$ cat src/rtl/cdc_hs_rx.sv
// Destination-side receiver for a toggle req/ack bundled-data CDC handshake.
// Synchronises the request toggle, captures the bundled word, and returns an ack toggle.
module cdc_hs_rx #(
  parameter int unsigned DW          = 8,
  parameter int unsigned SYNC_STAGES = 2,
  parameter int unsigned CNT_W       = 8
) (
  input  logic             dclk,
  input  logic             rst,
  input  logic             test_mode,
  input  logic             req_tgl,
  input  logic [DW-1:0]    data_in,
  output logic             ack_tgl,
  output logic             out_valid,
  input  logic             out_ready,
  output logic [DW-1:0]    out_data,
  output logic             busy,
  output logic             viol,
  output logic [CNT_W-1:0] viol_cnt
);

  typedef enum logic {IDLE, HOLD} state_t;

  state_t                 state;
  logic [SYNC_STAGES-1:0] sync_q;
  logic                   req_s;
  logic                   req_s_q;
  logic                   req_seen;
  logic                   pending;

  assign req_s   = sync_q[SYNC_STAGES-1];
  assign pending = (req_s != req_seen);

  // Request toggle synchroniser; data_in is only ever sampled on acceptance.
  always_ff @(posedge dclk) begin
    if (rst) begin
      sync_q <= '0;
    end else begin
      sync_q <= {sync_q[SYNC_STAGES-2:0], req_tgl};
    end
  end

  // Transfer FSM with registered outputs and violation tracking.
  always_ff @(posedge dclk) begin
    if (rst) begin
      state     <= IDLE;
      req_s_q   <= 1'b0;
      req_seen  <= 1'b0;
      ack_tgl   <= 1'b0;
      out_valid <= 1'b0;
      out_data  <= '0;
      busy      <= 1'b0;
      viol      <= 1'b0;
      viol_cnt  <= '0;
    end else begin
      req_s_q <= req_s;
      case (state)
        IDLE: begin
          if (pending && !test_mode) begin
            state     <= HOLD;
            busy      <= 1'b1;
            out_valid <= 1'b1;
            out_data  <= data_in;
            req_seen  <= req_s;
          end
        end
        HOLD: begin
          if (out_valid && out_ready) begin
            state     <= IDLE;
            busy      <= 1'b0;
            out_valid <= 1'b0;
            ack_tgl   <= ~ack_tgl;
          end
          // Source toggled again before we acked: flag it, leave req_seen alone
          // so IDLE re-evaluates pending from the net toggle state.
          if (req_s != req_s_q) begin
            viol <= 1'b1;
            if (viol_cnt != {CNT_W{1'b1}}) begin
              viol_cnt <= viol_cnt + CNT_W'(1);
            end
          end
        end
        default: begin
          state <= IDLE;
        end
      endcase
    end
  end

endmodule
$ cat config.mk
export PLATFORM = sky130hd
export DESIGN_NAME = cdc_hs_rx
export DESIGN_NICKNAME = d
export VERILOG_FILES = /design/src/rtl/cdc_hs_rx.sv
export SDC_FILE = /design/constraint.sdc
export NUM_CORES = 1
export LEC_CHECK = 0
export BUFFER_PORTS_ARGS = -buffer_cell sky130_fd_sc_hd__clkbuf_2
export CAP_MARGIN = 20
export CORE_MARGIN = 1
export CORE_UTILIZATION = 40
export DETAILED_ROUTE_END_ITERATION = 12
export PLACE_DENSITY = 0.66
export SYNTH_ARGS = -nofsm -noshare
export SYNTH_HDL_FRONTEND = slang
export SYNTH_SLANG_ARGS = --single-unit
$ cat constraint.sdc
create_clock -name dclk -period 1.9 [get_ports dclk]
set_input_delay 0.475 -clock dclk [delete_from_list [all_inputs] [get_ports dclk]]
set_output_delay 0.475 -clock dclk [all_outputs]
set_load 0.01 [all_outputs]
* Yosys cells after proc, flatten, opt, wreduce, memory -nomap -nowiden
Index checks and enable logic that the tools add are counted. Widths: inputs -> output; s select.
Word-level totals: bits in registers 24, bits of input ports 13, logic and storage cells 31, output and inout port bits 20
Operators by class: multiplexer cells 6, $add $sub $neg 1, bitwise gates (word level) 2, equality and inequality tests 5, reduce and logical (&&, ||, !) cells 8
Operators with widths (number):
- $add 8x1->8 const B | 1
- $ne 8x8->1 const B | 1
- $reduce_and 2->1 | 4
- $mux 1 | 4
- $pmux 1 s2 | 2
- $reduce_and 3->1 | 1
- $logic_and 1x1->1 | 2
- $ne 1x1->1 | 2
- $ne 2x1->1 const B | 1
- $ne 2x2->1 const B | 1
- $not 1->1 | 2
- $logic_not 1->1 | 1

* Depth between registers and ports, before layout
depth after elaboration 4, gate-level depth with buffers 5, mapped depth without buffers 5

* Least setup slack after synthesis
OpenSTA, ideal clock, no wires.
kind reg-to-reg, start register viol_cnt[0], end register viol_cnt[1], data required time 1.772 ns, arrival 1.250 ns, path buffers 0, setup time 0.128 ns, clock period less this slack 1.378 ns, setup slack 0.522 ns, cell stages (with the launch flop) 6, cell sequence dfxtp_1 -> ha_1 -> nand3_1 -> o211ai_1 -> mux2i_1 -> nor2_1
On the way: cells in the longest elaborated chain, start to end 2, elaborated cells on any way between the ends 3, those cells by class add/sub (1); eq/ne (1); reduce/logical (1)
Ends and longest elaborated chain:
- start: declaration | line 19 | output logic [CNT_W-1:0] viol_cnt
- start signal: assignment | line 79 | viol_cnt <= viol_cnt + CNT_W'(1);
- branches (longest 2 deep; another with $add 8x1->8)
Several ways; the timed one is not identified. A chain may end at the register's enable or synchronous reset.

* Final worst setup path
start register state, end register out_data[7]
On the way: cells in the longest elaborated chain, start to end 2
Ends and longest elaborated chain:
- start: declaration | line 24 | state_t state;
- start signal: assignment | line 46 | state <= IDLE;
- start signal: assignment | line 60 | state <= HOLD;
- start signal: assignment | line 69 | state <= IDLE;
- $not 1->1 (no line)
- $reduce_and 2->1 (no line)
- end signal: assignment | line 63 | out_data <= data_in;
- end: declaration | line 16 | output logic [DW-1:0] out_data,
Every way passes these cells.

==> results.cfg <==
[placed_design]
portBuffers = 32
dpl.hpwl_um = 1350
place.gp.congestion = 0.796

[global_routing]
gr-total-overflow = 0
grt_antenna_before_repair = 0
grt_start_max_net_pins = 16
grt_usage_pct = 15.5
grt_pass1_vias = 780
grt_pass1_wl_um = 3110

[power]
peakVddDrop_v = 0.000384
p_leak_nw = 0.553
pwr_density_cell_mw_per_mm2 = 679
total_power_uw = 796

[clocking]
cts.htree.levels = 1
clk_latency_ns = 0.30
cts_resized = 0
cts_buffers = 3
clockRootBuffer = clkbuf_4
cts_tree = built
cts_max_path_buffers = 2
cts_setup_buffers = 0
cts-hold-fix-buffers = 0
clk_pin_slew_ns = 0.12
clkSinkCount = 24

[synth]
syn_inst = 105
yosysMostFrequentCell = dfxtp_1
netlist_area_um2 = 966
synth-edff-count = 0
yosys.area.top_type = dfxtp_1
synth_commonest_cells = 24 x dfxtp_1, 19 x nor2_1, 10 x mux2i_1
ys_async_sr_fraction_pct = 0
synth_top_area_share_pct = 49.7
yosysWarnings = 0
synth_flop_cell = dfxtp_1
ys_types = 26
syn_area_per_cell_um2 = 9.20
synth_fp_nets = 119
ys_seq_area_share_pct = 49.7
yosys_register_bits = 24
synth_area_leaders = dfxtp_1 50%, mux2i_1 10%, nor2_1 7.4%

[sta]
fin_skew_ns = 0.00106
drv_slew = 0
max_slew_margin_pct = 67.5
finalHoldViolations = 0
fmax_ghz = 0.657
setup_violations = 0
post-route-min-period_ns = 1.52
holdWs_ns = 0.377
tns_ns = 0
worstMarginPinSlew_ns = 0.487
rsz0062_at_grt = false
fin_crit_sh_pct = 80.1

[setup_path]
path_buf_inv = 0
crit_top_cell = nor2_1
cp_slowest_stage_delay_ns = 0.58
worstSetupPathType = reg -> reg
cp.arrival_ns = 1.72
ff2ff_setup_slack_ns = 0.38
r2r-start = state
critPathLaunchType = flip-flop
path_depth = 4
crit_required_ns = 2.10
reg2reg_depth = 4
r2r-end = out_data[7]
slowest_stage = dfxtp_1
worstPathCellList = nor2_1 > nand2_1 > mux2i_1 > nor2_1
cpLargestDelayFamily = simple AND/OR/NAND/NOR gates
cp-startpoint = state
end_kind = flip-flop
worstSetupEndpoint = out_data[7]
critPathMaxFanout = 12

[routing]
drc = 0
drt_iter0_drc = 2
ant_nets = 0
wirelength_um = 1790
drtPass1Iterations = 3
vias_per_cell = 4.90
vias = 809
wire_per_inst_um = 10.8

[outcome]
outcome = finished clean

[cells_and_area]
diodes = 0
syn2layout_area_growth_pct = 21.2
drive_gt1_share_pct = 28.5
fin_nets = 153
nFillCells = 227

[worst_hold_path]
worstHoldPathType = in -> reg

[floorplan]
row_count = 17
io_pins = 33
die_h_um = 51.1
initial_core_util_pct = 42.8
die_w_um = 51.1
dieArea_mm2 = 0.00262
core_area_mm2 = 0.00225

[job]
maxCapViolCount = 0
per-layer routing:
metal	GRT usage [%]	routed length, µm
met3	3.27	100
met1	17.6	846
met5	0	0
met2	28.9	838
met4	4.17	0
placed cells by master (no fill, tap or decap), drive strengths merged, types with 2 or more instances in the layout:
cell    instances
nand2           9
dfxtp          24
mux2i          10
nand3           4
nor2           19
xor2            4
a21oi           5
o211ai          2
nand4           2
clkbuf         35
o21ai           3
a31oi           2
nor2b           4
nor3            5
registers in the layout, summed over array words and instances (netlist names):
signal	flops
out_data	8
viol_cnt	8
sync_q	2
ack_tgl	1
busy	1
req_s_q	1
req_seen	1
state	1
viol	1
metrics by stage:
stage | cell area [µm²] | utilization (%) | setup WS [ns] | instances
floorplan | 966 | - | 0.522 | 105
global placement | 1150 | 50.9 | 0.440 | 162
detailed placement | 1150 | 50.9 | 0.377 | 162
CTS | 1170 | 51.9 | 0.357 | 165
global route | 1170 | 51.9 | 0.219 | 165
finish | 1170 | 51.9 | 0.378 | 165
worst min-delay path by stage:
stage                     startpoint           to  cells after the start
after floorplan            sync_q[0]    sync_q[1]                      1
after global placement     sync_q[0]    sync_q[1]                      1
after detailed placement   sync_q[0]    sync_q[1]                      1
after CTS                    req_tgl    sync_q[0]                      2
after global routing      data_in[2]  out_data[2]                      3
final                        req_tgl    sync_q[0]                      2
power by group:
group	internal [mW]	switching, mW
logic	0.0286	0.0317
clock network	0.0738	0.137
registers	0.514	0.0105
cells by family (layout without fill, tap and decap cells):
| logic type | after synthesis | in the layout | share of synthesized area, % |
|---|---|---|---|
| simple gates | 46 | 46 | 21.4 |
| flops | 24 | 24 | 49.7 |
| compound gates | 13 | 13 | 8.29 |
| mux | 11 | 11 | 11.5 |
| xor+xnor | 5 | 5 | 5.31 |
| buf+inv | 5 | 37 | 2.46 |
| fa+ha+maj | 1 | 1 | 1.30 |
final cells by class:
cell class                      instances  area (µm²)  area share (%)
Timing Repair Buffer                   33         168            14.3
Sequential cell                        24         480            41.0
Multi-Input combinational cell         76         462            39.4
Clock buffer                            3        22.5            1.92
Inverter                                1        3.75           0.321
Tap cell                               28        35.0            2.99
(Power assumes the default switching activity.)
